`src/rtl/uart_pkg.sv`:
```
// Shared types and helpers for the oversampling UART receiver.
// Latency: n/a (types, constants and an elaboration-time function only).
// Backpressure: n/a.
package uart_pkg;

  // Receiver FSM states. The RX_ prefix keeps the PARITY state distinct from
  // the PARITY parameter of uart_rx_os.
  typedef enum logic [2:0] {
    RX_IDLE       = 3'd0,
    RX_START      = 3'd1,
    RX_DATA       = 3'd2,
    RX_PARITY     = 3'd3,
    RX_STOP       = 3'd4,
    RX_BREAK_WAIT = 3'd5
  } rx_state_e;

  typedef enum logic [1:0] {
    PARITY_NONE = 2'd0,
    PARITY_EVEN = 2'd1,
    PARITY_ODD  = 2'd2
  } parity_e;

  // Clocks per oversample tick, rounded to nearest.
  function automatic int uart_tick_div(input int clockrate, input int baud, input int oversample);
    int den;
    den = baud * oversample;
    return (clockrate + den / 2) / den;
  endfunction

endpackage

```
`src/rtl/uart_rx_fifo.sv`:
```
// Small receive FIFO: registered storage, combinational head, overrun flag.
// Latency: a push is visible at the head (empty deasserts) 1 cycle after the push cycle.
// Backpressure: a push into a full FIFO without a simultaneous pop is dropped and
//   overrun pulses for one cycle; a push and a pop together when full both take effect.
// Ports: clk, reset (sync, active-high), push_vld/push_dat (write side),
//   pop (consumer takes head), full, empty, head_dat (0 when empty), overrun.
module uart_rx_fifo #(
  parameter int WIDTH = 8,
  parameter int DEPTH = 4
) (
  input  logic             clk,
  input  logic             reset,
  input  logic             push_vld,
  input  logic [WIDTH-1:0] push_dat,
  input  logic             pop,
  output logic             full,
  output logic             empty,
  output logic [WIDTH-1:0] head_dat,
  output logic             overrun
);

  localparam int AW = $clog2(DEPTH);

  logic [WIDTH-1:0] mem_q [DEPTH];
  logic [AW:0]      wr_ptr_q, wr_ptr_d;
  logic [AW:0]      rd_ptr_q, rd_ptr_d;
  logic             overrun_q, overrun_d;
  logic             do_push, do_pop;

  // Pointers carry one extra wrap bit so full and empty are distinguishable.
  assign empty = (wr_ptr_q == rd_ptr_q);
  assign full  = (wr_ptr_q[AW] != rd_ptr_q[AW]) && (wr_ptr_q[AW-1:0] == rd_ptr_q[AW-1:0]);

  always_comb begin
    do_pop    = pop & ~empty;
    // A pop in the same cycle frees the slot being written, so a full FIFO still accepts.
    do_push   = push_vld & (~full | do_pop);
    overrun_d = push_vld & full & ~do_pop;
    wr_ptr_d  = do_push ? wr_ptr_q + 1'b1 : wr_ptr_q;
    rd_ptr_d  = do_pop  ? rd_ptr_q + 1'b1 : rd_ptr_q;
  end

  always_ff @(posedge clk) begin
    if (reset) begin
      wr_ptr_q  <= '0;
      rd_ptr_q  <= '0;
      overrun_q <= 1'b0;
    end else begin
      wr_ptr_q  <= wr_ptr_d;
      rd_ptr_q  <= rd_ptr_d;
      overrun_q <= overrun_d;
    end
  end

  // Storage needs no reset: the head is masked while empty.
  always_ff @(posedge clk) begin
    if (do_push) mem_q[wr_ptr_q[AW-1:0]] <= push_dat;
  end

  assign head_dat = empty ? '0 : mem_q[rd_ptr_q[AW-1:0]];
  assign overrun  = overrun_q;

endmodule

```
`src/rtl/uart_rx_os.sv`:
```
// 16x oversampling UART receiver with 3-sample majority vote, parity/frame/break flags.
// Latency: entry pushed at the mid-point decision of the last stop bit; valid 1 cycle later.
// Backpressure: valid/ready stream behind a FIFO_DEPTH FIFO; when full, new words are
//   dropped with a one-cycle rx_overrun pulse.
// Ports: clk, reset (sync, active-high), UART_RX (async line, idle high),
//   rx_data/rx_parity_error/rx_frame_error/rx_break (head entry), rx_data_valid,
//   rx_data_ready, rx_overrun; rx_state_debug[2:0] only when UART_RX_DEBUG_EN is defined.
module uart_rx_os
  import uart_pkg::*;
#(
  parameter int CLOCKRATE   = 100000000,
  parameter int BAUD        = 115200,
  parameter int WORD_LENGTH = 8,
  parameter int PARITY      = 0,
  parameter int STOP_BITS   = 1,
  parameter int OVERSAMPLE  = 16,
  parameter int FIFO_DEPTH  = 4
) (
  input  logic                   clk,
  input  logic                   reset,
  input  logic                   UART_RX,
  output logic [WORD_LENGTH-1:0] rx_data,
  output logic                   rx_data_valid,
  input  logic                   rx_data_ready,
  output logic                   rx_parity_error,
  output logic                   rx_frame_error,
  output logic                   rx_break,
  output logic                   rx_overrun
`ifdef UART_RX_DEBUG_EN
  ,
  output logic [2:0]             rx_state_debug
`endif
);

  localparam int DIV     = uart_tick_div(CLOCKRATE, BAUD, OVERSAMPLE);
  localparam int TW      = (DIV > 1) ? $clog2(DIV) : 1;
  localparam int FW      = WORD_LENGTH + 3;
  localparam bit HAS_PAR = (PARITY != int'(PARITY_NONE));
  localparam bit PAR_ODD = (PARITY == int'(PARITY_ODD));

  rx_state_e              state_q, state_d;
  logic [TW-1:0]          tick_cnt_q, tick_cnt_d;
  logic [3:0]             s_q, s_d;
  logic [3:0]             bit_cnt_q, bit_cnt_d;
  logic [WORD_LENGTH-1:0] shift_q, shift_d;
  logic [1:0]             samp_q, samp_d;
  logic                   par_err_q, par_err_d;
  logic                   frame_err_q, frame_err_d;
  logic                   par_bit_q, par_bit_d;
  logic                   sync1_q, sync1_d;
  logic                   sync2_q, sync2_d;

  logic          rx_sync, tick, mid, bit_end, maj, frame_now, brk, push_vld, pop;
  logic [FW-1:0] push_dat, head_dat;
  logic          fifo_full, fifo_empty;

  assign rx_sync = sync2_q;
  assign tick    = (tick_cnt_q == TW'(DIV - 1));
  assign mid     = tick && (s_q == 4'd9);
  assign bit_end = tick && (s_q == 4'd15);
  // samp_q holds the s=7 and s=8 samples; the s=9 sample is the live rx_sync.
  assign maj     = (samp_q[0] & samp_q[1]) | (samp_q[0] & rx_sync) | (samp_q[1] & rx_sync);

  always_comb begin
    sync1_d     = UART_RX;
    sync2_d     = sync1_q;
    state_d     = state_q;
    tick_cnt_d  = tick ? '0 : tick_cnt_q + 1'b1;
    s_d         = tick ? s_q + 4'd1 : s_q;
    bit_cnt_d   = bit_cnt_q;
    shift_d     = shift_q;
    samp_d      = samp_q;
    par_err_d   = par_err_q;
    frame_err_d = frame_err_q;
    par_bit_d   = par_bit_q;
    frame_now   = frame_err_q;
    brk         = 1'b0;
    push_vld    = 1'b0;

    if (tick && s_q == 4'd7) samp_d[0] = rx_sync;
    if (tick && s_q == 4'd8) samp_d[1] = rx_sync;

    case (state_q)
      RX_IDLE: begin
        if (!rx_sync) begin
          // Restart the tick phase on the start edge so samples land mid-bit.
          state_d     = RX_START;
          tick_cnt_d  = '0;
          s_d         = '0;
          bit_cnt_d   = '0;
          par_err_d   = 1'b0;
          frame_err_d = 1'b0;
          par_bit_d   = 1'b0;
        end
      end
      RX_START: begin
        if (mid && maj)   state_d = RX_IDLE;   // glitch, not a start bit
        else if (bit_end) state_d = RX_DATA;
      end
      RX_DATA: begin
        if (mid) shift_d = {maj, shift_q[WORD_LENGTH-1:1]};
        if (bit_end) begin
          if (bit_cnt_q == 4'(WORD_LENGTH - 1)) begin
            bit_cnt_d = '0;
            state_d   = HAS_PAR ? RX_PARITY : RX_STOP;
          end else begin
            bit_cnt_d = bit_cnt_q + 4'd1;
          end
        end
      end
      RX_PARITY: begin
        if (mid) begin
          par_bit_d = maj;
          par_err_d = (((^shift_q) ^ maj) != PAR_ODD);
        end
        if (bit_end) state_d = RX_STOP;
      end
      RX_STOP: begin
        if (mid) begin
          frame_now   = frame_err_q | ~maj;
          frame_err_d = frame_now;
          if (bit_cnt_q == 4'(STOP_BITS - 1)) begin
            // Push at the decision point so back-to-back frames are not missed.
            push_vld = 1'b1;
            brk      = frame_now & (shift_q == '0) & (~HAS_PAR | ~par_bit_q);
            state_d  = frame_now ? RX_BREAK_WAIT : RX_IDLE;
          end
        end
        if (bit_end) bit_cnt_d = bit_cnt_q + 4'd1;
      end
      RX_BREAK_WAIT: begin
        if (rx_sync) state_d = RX_IDLE;
      end
      default: state_d = RX_IDLE;
    endcase
  end

  always_ff @(posedge clk) begin
    if (reset) begin
      state_q     <= RX_IDLE;
      tick_cnt_q  <= '0;
      s_q         <= '0;
      bit_cnt_q   <= '0;
      shift_q     <= '0;
      samp_q      <= '0;
      par_err_q   <= 1'b0;
      frame_err_q <= 1'b0;
      par_bit_q   <= 1'b0;
      sync1_q     <= 1'b1;
      sync2_q     <= 1'b1;
    end else begin
      state_q     <= state_d;
      tick_cnt_q  <= tick_cnt_d;
      s_q         <= s_d;
      bit_cnt_q   <= bit_cnt_d;
      shift_q     <= shift_d;
      samp_q      <= samp_d;
      par_err_q   <= par_err_d;
      frame_err_q <= frame_err_d;
      par_bit_q   <= par_bit_d;
      sync1_q     <= sync1_d;
      sync2_q     <= sync2_d;
    end
  end

  assign push_dat = {brk, frame_now, par_err_q, shift_q};
  assign pop      = rx_data_valid & rx_data_ready;

  uart_rx_fifo #(
    .WIDTH (FW),
    .DEPTH (FIFO_DEPTH)
  ) u_fifo (
    .clk      (clk),
    .reset    (reset),
    .push_vld (push_vld),
    .push_dat (push_dat),
    .pop      (pop),
    .full     (fifo_full),
    .empty    (fifo_empty),
    .head_dat (head_dat),
    .overrun  (rx_overrun)
  );

  assign rx_data_valid = ~fifo_empty;
  assign {rx_break, rx_frame_error, rx_parity_error, rx_data} = head_dat;

`ifdef UART_RX_DEBUG_EN
  assign rx_state_debug = state_q;
`endif

endmodule

```
`config.mk`:
```
export PLATFORM = sky130hd
export DESIGN_NAME = uart_rx_os
export DESIGN_NICKNAME = d
export VERILOG_FILES = /design/src/rtl/uart_pkg.sv /design/src/rtl/uart_rx_fifo.sv /design/src/rtl/uart_rx_os.sv
export SDC_FILE = /design/constraint.sdc
export NUM_CORES = 1
export LEC_CHECK = 0
export BUFFER_PORTS_ARGS = -buffer_cell sky130_fd_sc_hd__buf_2
export CELL_PAD_IN_SITES_DETAIL_PLACEMENT = 0
export CELL_PAD_IN_SITES_GLOBAL_PLACEMENT = 1
export CORE_ASPECT_RATIO = 2
export CORE_MARGIN = 1.5
export CORE_UTILIZATION = 54
export CTS_CLUSTER_SIZE = 40
export DETAILED_ROUTE_END_ITERATION = 16
export GPL_TIMING_DRIVEN = 0
export PLACE_DENSITY_LB_ADDON = 0.08
export SLEW_MARGIN = 20
export SYNTH_ARGS = -nofsm -noshare
export SYNTH_HDL_FRONTEND = slang
export SYNTH_SLANG_ARGS = --single-unit
```
`constraint.sdc`:
```
create_clock -name clk -period 3.8 [get_ports clk]
set_input_delay 0.57 -clock clk [delete_from_list [all_inputs] [get_ports clk]]
set_output_delay 0.57 -clock clk [all_outputs]
set_load 0.005 [all_outputs]
```
==> flow_metrics.tcl, run 1 <==
set metrics [dict create \
    core_mm2 0.00689 \
    drt_iter0_markers 66 \
    drive_gt1_share_pct 17.5 \
    ir_worst_vdd_mv 0.333 \
    ys_ff_latch 84 \
    fin_skew_ps 4.74 \
    initial_core_util_pct 55.3 \
    synth_warnings 0 \
    worst_hold_slack_ps 417 \
    antenna_found_initial 0 \
    crit_chain "inv_1 > ha_1 > nor3b_1 > nand4_1 > nor2b_1 > buf_2 > and2_1" \
    clockPowerShare_pct 44.8 \
    grt_max_degree 15 \
    startpoint_type "register" \
    die_x_um 62.4 \
    clk_path_buf_depth 2 \
    dp_hpwl_mm 4.87 \
    pin_count 17 \
    grt_pass1_wl_mm 11.1 \
    synthDistinctLibCells 49 \
    setup_viol 0 \
    p_sw_share_pct 20.4 \
    vias_per_cell 5.34 \
    post-cts-setup-buffers 0 \
    drv_cap 0 \
    hp-class "register to register" \
    path_max_fanout 12 \
    dr_wl_met2_mm 3.89 \
    crit_path_end_kind "register" \
    htreeDepth 3 \
    grt_util_all_layers_pct 19.3 \
    tightest_slew_ps 793 \
    cts_tree "built" \
    syn_area_per_cell_um2 12.4 \
    syn_area_mm2 0.00380 \
    powerDensity_mw_per_mm2 419 \
    wl_met3_um 138 \
    setup_tns_ps 0 \
    fmax_mhz 410 \
    placed_area_mm2 0.00400 \
    wl_met1_mm 2.49 \
    ys.flop_type "edfxtp_1" \
    cts.clk_slew.worst_paths_ps 60 \
    holdBufCountCts 0 \
    highest_layer "met4" \
    final_cells 428 \
    yosysSeqAreaShare_pct 55.8 \
    crit_slowest_cell "and2_1" \
    cts-buffers-inserted 9 \
    place.gp.congestion 0.886 \
    synth_edf_count 44 \
    cts_root_buf "clkbuf_16" \
    path_class "register to register" \
    firstDrtPassIters 4 \
    min_period_ps 2440 \
    crit_buf_inv 2 \
    drt_wl_total_mm 6.69 \
    place_inst 412 \
    slew_headroom_pct 46.6 \
    diodes 0 \
    status "complete, no violations" \
    finalMaxSlewViolations 0 \
    hold_viol 0 \
    fp-row-count 43 \
    switchingPower_uw 366 \
    synthCells 306 \
    wire_per_inst_um 15.6 \
    power_frac_comb_pct 1.9 \
    finalCritPeriodShare_pct 64.2 \
    insertion_delay_ps 340 \
    p_leak_uw 0.00158 \
    critPathArrivalTime_ps 2410 \
    p_int_uw 1430 \
    finalInstanceArea_mm2 0.00428 \
    clock-sinks 84 \
    path_delay_family "simple AND/OR/NAND/NOR gates" \
    overflow 0 \
    worstPathRequired_ps 3770 \
    die_h_um 122 \
    p_seq_share_pct 53.3 \
    grt_pass1_vias 2301 \
    die_area_mm2 0.00759 \
    nNetsFinal 353 \
    utilization_pct 62.1 \
    vias 2284 \
    antenna_left 0 \
    async_flop_share_pct 0 \
    cts_resized 0 \
    io_buffers 16 \
    drc 0 \
    syn_to_final_growth_pct 12.4 \
    slowest_delay_ps 540 \
    syn-num-nets 326 \
    grt_setup_unrepaired "no" \
]
[final timing paths]
path	cells past startpoint	start	slack, ps	end
worst max-delay path	7	bit_cnt_q[0]$_SDFFE_PP0P_	1360	u_fifo.mem_q[3][5]$_DFFE_PP_
worst max register to register	7	bit_cnt_q[0]$_SDFFE_PP0P_	1360	u_fifo.mem_q[3][5]$_DFFE_PP_
worst min register to register	1	sync1_q$_SDFF_PP1_	420	rx_sync$_SDFF_PP1_
worst min-delay path	1	sync1_q$_SDFF_PP1_	420	rx_sync$_SDFF_PP1_
[sequential cells by signal (all words and copies together) (netlist names), named ones only]
name / count
sync1_q: 1
state_q: 3
shift_q: 8
samp_q: 2
par_err_q: 1
u_fifo.mem_q: 44
u_fifo.wr_ptr_q: 3
frame_err_q: 1
tick_cnt_q: 6
s_q: 4
rx_sync: 1
u_fifo.rd_ptr_q: 3
bit_cnt_q: 4
u_fifo.overrun: 1
[worst reg2reg max path, cell delays in order, from the launching register on]
cell and delay, ps:
dfxtp_1 330, inv_1 80, ha_1 150, nor3b_1 370
nand4_1 260, nor2b_1 160, buf_2 190, and2_1 540
[per-layer routing]
metal	vias to the layer above	global-route usage [%]
met1	1106	18.7
met3	15	3.60
met5	-	0
met4	0	10.4
li1	1138	-
met2	25	37.9
[power by group through the flow]
stage               logic [µW]  clock network [µW]  registers, µW
floorplan                 25.0                   0            973
global placement          34.6                   0            974
detailed placement        34.9                   0            974
CTS                       35.0                 818            954
global route              38.1                 844            955
finish                    34.3                 803            954
[cell usage after synthesis (3+ instances only)]
library cell  number  area share, %
mux4_2            11            6.5
nor2_1            35            3.5
edfxtp_1          44             35
dfxtp_1           40             21
xnor2_1           10            2.3
nand4_1            4           0.66
o21ai_0            5           0.66
clkbuf_1           4           0.39
xor2_1             8            1.8
nand2_1            8           0.79
a21oi_1            4           0.53
or2_2              3           0.49
nor2b_1            6           0.99
nand2b_1           5           0.82
nand3b_1           6            1.2
nand4b_1           4           0.92
mux2i_1           14            3.7
nand3_1           12            1.6
nor3_1             5           0.66
ha_1              16            5.3
inv_1             15            1.5
and2_1            16            2.6
[cell usage in the layout (no fill, tap or decap), types with 2 or more instances in the layout]
| cell type | count |
|---|---|
| a21oi_1 | 4 |
| mux4_2 | 11 |
| nor2b_1 | 6 |
| nor3_1 | 5 |
| inv_1 | 15 |
| and4b_1 | 2 |
| and2_1 | 16 |
| nand2_1 | 8 |
| ha_1 | 16 |
| buf_6 | 2 |
| clkinvlp_4 | 2 |
| edfxtp_1 | 44 |
| nor3b_1 | 2 |
| clkinv_4 | 2 |
| nand2b_1 | 5 |
| clkbuf_16 | 9 |
| or2_2 | 3 |
| clkbuf_1 | 5 |
| nand3b_1 | 6 |
| nor2_1 | 35 |
| dfxtp_1 | 40 |
| nand3_1 | 12 |
| nand4_1 | 4 |
| mux2i_1 | 14 |
| xnor2_1 | 10 |
| buf_2 | 18 |
| xor2_1 | 8 |
| nand4b_1 | 4 |
| o21ai_0 | 5 |
[cells by family after synthesis]
family          share of synthesized area (%)
compound gates                           2.10
xor+xnor                                 4.14
fa+ha+maj                                5.52
buf+inv                                  3.88
flops                                    55.8
mux                                      10.2
simple gates                             18.4
[area by class of cell]
| type | instances | area [µm²] |
|---|---|---|
| multi-input cells | 195 | 1540 |
| repair buffers | 16 | 80.1 |
| flip-flops and latches | 84 | 2120 |
| well taps | 90 | 113 |
| plain buffers | 12 | 91.3 |
| inverters | 15 | 56.3 |
| clock buffers | 11 | 243 |
| clock inverters | 5 | 37.5 |
| fillers | 617 | 2610 |
[per-stage QoR]
step	setup WS, ps	power [µW]
2_1_floorplan	1880	998
3_3_place_gp	1330	1010
3_5_place_dp	1320	1010
4_1_cts	1290	1810
5_1_grt	1090	1840
6_report	1360	1790
Power figures use the tool's default switching activity.
==> inputs of run 2 (changes only) <==
Settings changed: ABC_AREA from default to 1, CORE_UTILIZATION 54 to 48.
Clock period 3.8 ns to 2.6 ns, I/O delays scaled along.
==> run 2 against run 1 <==
Combinational power rose to 19 times the previous value. Via count rose by 21%. Cell count rose by 25%. Worst setup slack got worse by 990 ps. Design area rose by 2.1%. Synthesized area rose by 1.7%. Worst hold slack got worse by 180 ps. Sequential share of layout area fell by 1.0 points. Critical path type is now register to output pin. Sequential power rose by 56%. Wire length rose by 17%.
==> flow_metrics.tcl, run 2 <==
set metrics [dict create \
    status "complete, no violations" \
    vias_per_cell 5.18 \
    post-cts-setup-buffers 0 \
    synth_warnings 0 \
    die_area_mm2 0.00865 \
    min_period_ps 2230 \
    yosysSeqAreaShare_pct 54.8 \
    synthTopCellsByCount "nor2_1 (58), nand2_1 (51), inv_1 (48)" \
    totalPowerFinal_uw 3360 \
    nNetsFinal 453 \
    final_common_cell "nor2_1" \
    vias 2767 \
    synth_top_area_share_pct 34.1 \
    fp-row-count 46 \
    powerDensity_mw_per_mm2 770 \
    synth_edf_count 44 \
    async_flop_share_pct 0 \
    drv_cap 0 \
    syn-num-nets 426 \
    grt_pass1_vias 2708 \
    antenna_left 0 \
    htreeDepth 3 \
    worst_hold_slack_ps 241 \
    crit_slowest_cell "clkbuf_1" \
    drive_gt1_share_pct 13.5 \
    finalMaxSlewViolations 0 \
    cts-buffers-inserted 9 \
    crit_chain "clkbuf_1 > nor2_1 > o32ai_1 > nand2_1 > inv_1 > buf_2" \
    setup_viol 0 \
    largest_reg_flops 44 \
    wire_per_inst_um 14.7 \
    crit_path_end_kind "output pin" \
    slew_headroom_pct 54.1 \
    firstDrtPassIters 5 \
    hp-class "primary input to register" \
    fmax_mhz 448 \
    synthCells 406 \
    die_x_um 66.5 \
    worstPathRequired_ps 2210 \
    multiInputGateArea_mm2 0.00152 \
    insertion_delay_ps 330 \
    p_leak_uw 0.00185 \
    tightest_slew_ps 688 \
    clk_path_buf_depth 2 \
    path_max_fanout 10 \
    ys_ff_latch 84 \
    place.gp.congestion 0.828 \
    yosysMostFrequentCell "nor2_1" \
    holdBufCountCts 0 \
    overflow 0 \
    slowest_delay_ps 470 \
    cts.clk_slew.worst_paths_ps 60 \
    finalCritPeriodShare_pct 85.8 \
    io_buffers 16 \
    cts_root_buf "clkbuf_16" \
    fin_skew_ps 7.14 \
    yosys.area.top_type "edfxtp_1" \
    die_h_um 130 \
    diodes 0 \
    pin_count 17 \
    antenna_found_initial 0 \
    syn_area_mm2 0.00387 \
    drt_iter0_markers 107 \
    startpoint_type "register" \
    synth.area.top_cells "edfxtp_1 (34%), dfxtp_1 (21%), nor2_1 (5.6%)" \
    fill_cells 728 \
    ir_worst_vdd_mv 0.506 \
    dp_hpwl_mm 5.82 \
    core_mm2 0.00789 \
    grt_pass1_wl_mm 12.9 \
    drt_wl_total_mm 7.85 \
    final_cell_mix "nor2_1 (54), nand2_1 (51), inv_1 (48), edfxtp_1 (44), dfxtp_1 (40)" \
    grt_setup_unrepaired "no" \
    syn_area_per_cell_um2 9.54 \
    syn_to_final_growth_pct 12.9 \
    hold_viol 0 \
    cts_tree "built" \
    clock-sinks 84 \
    synthDistinctLibCells 34 \
    critPathArrivalTime_ps 1840 \
    grt_max_degree 15 \
    grt_util_all_layers_pct 20.4 \
    path_class "register to output pin" \
    initial_core_util_pct 49.1 \
    drc 0 \
    ys.flop_type "edfxtp_1" \
    regArea_mm2 0.00212 \
]
run 2: changes by cell type after synthesis, sizes merged, moves of 11 or more:
cell	delta
o32ai	+11
mux4	-11
and2	-16
nand3	+11
mux2i	-14
o21ai	+23
a21oi	+26
inv	+36
nand2	+49
nor2	+28
run 2: worst paths after layout:
check / from / end / slack (ps) / cells past startpoint
worst min register to register: sync1_q$_SDFF_PP1_ / rx_sync$_SDFF_PP1_ / 410 / 1
worst max-delay path: register / rx_parity_error / 370 / 6
worst max register to register: tick_cnt_q[0]$_SDFF_PP0_ / u_fifo.mem_q[3][4]$_DFFE_PP_ / 370 / 7
worst min-delay path: UART_RX / sync1_q$_SDFF_PP1_ / 240 / 2
run 2: kinds of logic after synthesis:
group,after synthesis,synth area share [%]
and+or+nand+nor,159,19.9
xor gates and xnor gates,12,2.71
adders and majority gates,16,5.17
buffers and inverters,62,6.21
DFF,84,54.8
AOI/OAI and AO/OA,73,11.2
run 2: cell type report:
class                   instances  area share [%]
flip-flops and latches         84            48.6
multi-input cells             260            34.8
clock buffers                  12            5.41
inverters                      51            4.38
well taps                      96            2.75
repair buffers                 16            1.83
clock inverters                 4            1.17
plain buffers                  11            1.12
run 2: timing repair:
item | in CTS | in global routing
setup endpoints to repair | 0 | 22
endpoints found under the hold margin | 0 | 0
gates resized for setup | 0 | 2
run 2: power breakdown:
part	switching [µW]	internal [µW]
Sequential	65.3	1420
Clock	482	744
Combinational	429	217
Total	976	2390
run 2: worst max-delay path, delay by kind of cell (launching register included):
kind / cells / cell delay [ps]
buffers and inverters: 3 / 630
flip-flops: 1 / 400
AO/OA/AOI/OAI: 1 / 290
AND/OR/NAND/NOR: 2 / 190
run 2: stage by stage:
step | utilization [%] | setup slack, ps | setup TNS (ps) | cells | cell area (µm²)
after floorplan | - | 549 | 0 | 406 | 3870
after global placement | 51.6 | 10.7 | 0 | 518 | 4070
after detailed placement | 51.6 | -5.12 | -42.0 | 518 | 4070
after CTS | 55.3 | 19.5 | 0 | 534 | 4360
after global routing | 55.4 | 179 | 0 | 534 | 4370
final | 55.4 | 368 | 0 | 534 | 4370
run 2: per-layer routing:
layer	global-route usage, %	share of wire (%)
met1	19.2	36
met2	39.6	58
met3	3.88	2.6
met4	10.4	3.6
met5	0	0
==> inputs of run 3 (changes only) <==
Settings changed: PLACE_DENSITY from default to 0.87, PLACE_DENSITY_LB_ADDON 0.08 to default.
==> run 3 against run 2 <==
Cell count stayed put. Fmax is 1.0% lower. Count of clock-buffer cells in the layout is 3 lower. Highest routed layer unchanged. Largest cell class unchanged. Critical endpoint is now rx_data[7].
==> flow_metrics.tcl, run 3 (synthesis results as in run 2) <==
set metrics [dict create \
    die_h_um 130 \
    setup_viol 0 \
    clock-sinks 84 \
    tightest_slew_ps 656 \
    drv_cap 0 \
    cts_root_buf "clkbuf_16" \
    cts.clk_slew.worst_paths_ps 60 \
    die_x_um 66.5 \
    min_from "UART_RX" \
    fin_skew_ps 8.61 \
    grt_util_met2_pct 38.1 \
    worst_slack_ps 345 \
    grt_pass1_vias 2686 \
    drt_wl_total_mm 7.47 \
    vias 2733 \
    diodes 0 \
    status "complete, no violations" \
    cts-buffers-inserted 9 \
    finalCritPeriodShare_pct 86.7 \
    insertion_delay_ps 340 \
    io_buffers 16 \
    antenna_found_initial 0 \
    grt_max_degree 16 \
    drc 0 \
    worstPathRequired_ps 2210 \
    syn_to_final_growth_pct 12.6 \
    regToRegEndpoint "u_fifo.mem_q[1][4]$_DFFE_PP_" \
    clk_path_buf_depth 2 \
    startpoint_type "register" \
    r2r_cells 7 \
    crit_path_end_kind "output pin" \
    grt_util_all_layers_pct 19.0 \
    post-cts-setup-buffers 0 \
    setup_tns_ps 0 \
    place.gp.congestion 0.785 \
    largest_reg_flops 44 \
    antenna_left 0 \
    ir_worst_vdd_mv 0.494 \
    wire_per_inst_um 14.0 \
    timing.rr.start "bit_cnt_q[0]$_SDFFE_PP0P_" \
    path_class "register to output pin" \
    critPathArrivalTime_ps 1860 \
    final_common_cell "nor2_1" \
    nNetsFinal 453 \
    min_period_ps 2250 \
    rrSetupSlack_ps 350 \
    pin_count 17 \
    hold_viol 0 \
    drive_gt1_share_pct 13.9 \
    final_cell_mix "nor2_1 (54), nand2_1 (51), inv_1 (48), edfxtp_1 (44), dfxtp_1 (40)" \
    powerDensity_mw_per_mm2 761 \
    overflow 0 \
    min_to "sync1_q$_SDFF_PP1_" \
    grt_setup_unrepaired "no" \
    grt_pass1_wl_mm 12.1 \
    placed_area_mm2 0.00407 \
    drt_iter0_markers 75 \
    finalInstanceArea_mm2 0.00436 \
    initial_core_util_pct 49.1 \
    grt-busiest-layer "met2" \
    grtUsageMet3_pct 3.53 \
    grt_util_met1_pct 16.8 \
    min_path_cells 2 \
    path_max_fanout 10 \
    vias_per_cell 5.12 \
    firstDrtPassIters 4 \
    slew_headroom_pct 56.2 \
    core_mm2 0.00789 \
    worst_hold_slack_ps 234 \
    finalMaxSlewViolations 0 \
    p_leak_uw 0.00185 \
    die_area_mm2 0.00865 \
    hp-class "primary input to register" \
    dp_hpwl_mm 5.68 \
    fp-row-count 46 \
    fmax_mhz 443 \
    htreeDepth 3 \
    cts_tree "built" \
    post-place-ws_ps 63.1 \
]
## run 3: cell count changes in the layout (fill, tap and decap cells not counted)
cell	change
bufinv_16	-1
clkbuf_1	-3
clkinv_1	+1
clkinv_4	+2
inv_6	+1
## run 3: worst max path at each step
stage	startpoint	endpoint	depth (start not counted)
after global placement	bit_cnt_q[0]$_SDFFE_PP0P_	u_fifo.mem_q[0][5]$_DFFE_PP_	7
after global routing	register	rx_data[4]	7
after floorplan	bit_cnt_q[0]$_SDFFE_PP0P_	u_fifo.mem_q[0][0]$_DFFE_PP_	7
final	register	rx_data[7]	7
after CTS	bit_cnt_q[0]$_SDFFE_PP0P_	u_fifo.mem_q[1][4]$_DFFE_PP_	7
after detailed placement	bit_cnt_q[0]$_SDFFE_PP0P_	u_fifo.mem_q[1][7]$_DFFE_PP_	7
## run 3: area by class of cell
type,instances,area (µm²)
Clock buffer,9,225
Fill cell,701,3530
Timing Repair Buffer,16,80.1
Buffer,11,48.8
Tap cell,96,120
Inverter,51,191
Multi-Input combinational cell,260,1520
Clock inverter,7,51.3
Sequential cell,84,2120
## run 3: where the power goes
part,internal [µW],switching (µW)
logic,218,434
clock network,649,520
registers,1420,71.4
## run 3: worst max-delay path, cell delays in order, from the launching register on
cell and delay, ps:
dfxtp_1 340, inv_1 130, clkbuf_1 460, nor2_1 90
o32ai_1 250, nand2_1 80, inv_1 60, buf_2 100
## run 3: through the flow
stage / power [µW] / std cells / utilization, %
2_1_floorplan: 2020 / 406 / -
3_3_place_gp: 2150 / 518 / 51.6
3_5_place_dp: 2170 / 518 / 51.6
4_1_cts: 3330 / 534 / 55.1
5_1_grt: 3480 / 534 / 55.3
6_report: 3320 / 534 / 55.3
## run 3: what timing repair did
item	CTS	global route
setup endpoints to repair	0	36
endpoints found under the hold margin	0	0
gates resized for setup	0	4
hold buffers	0	0
## run 3: layer usage
metal	wire, µm	vias up	part of all wire [%]
li1	-	1417	-
met1	2660	1272	36
met2	4450	30	60
met3	131	14	1.8
met4	227	0	3.0
met5	0	-	0
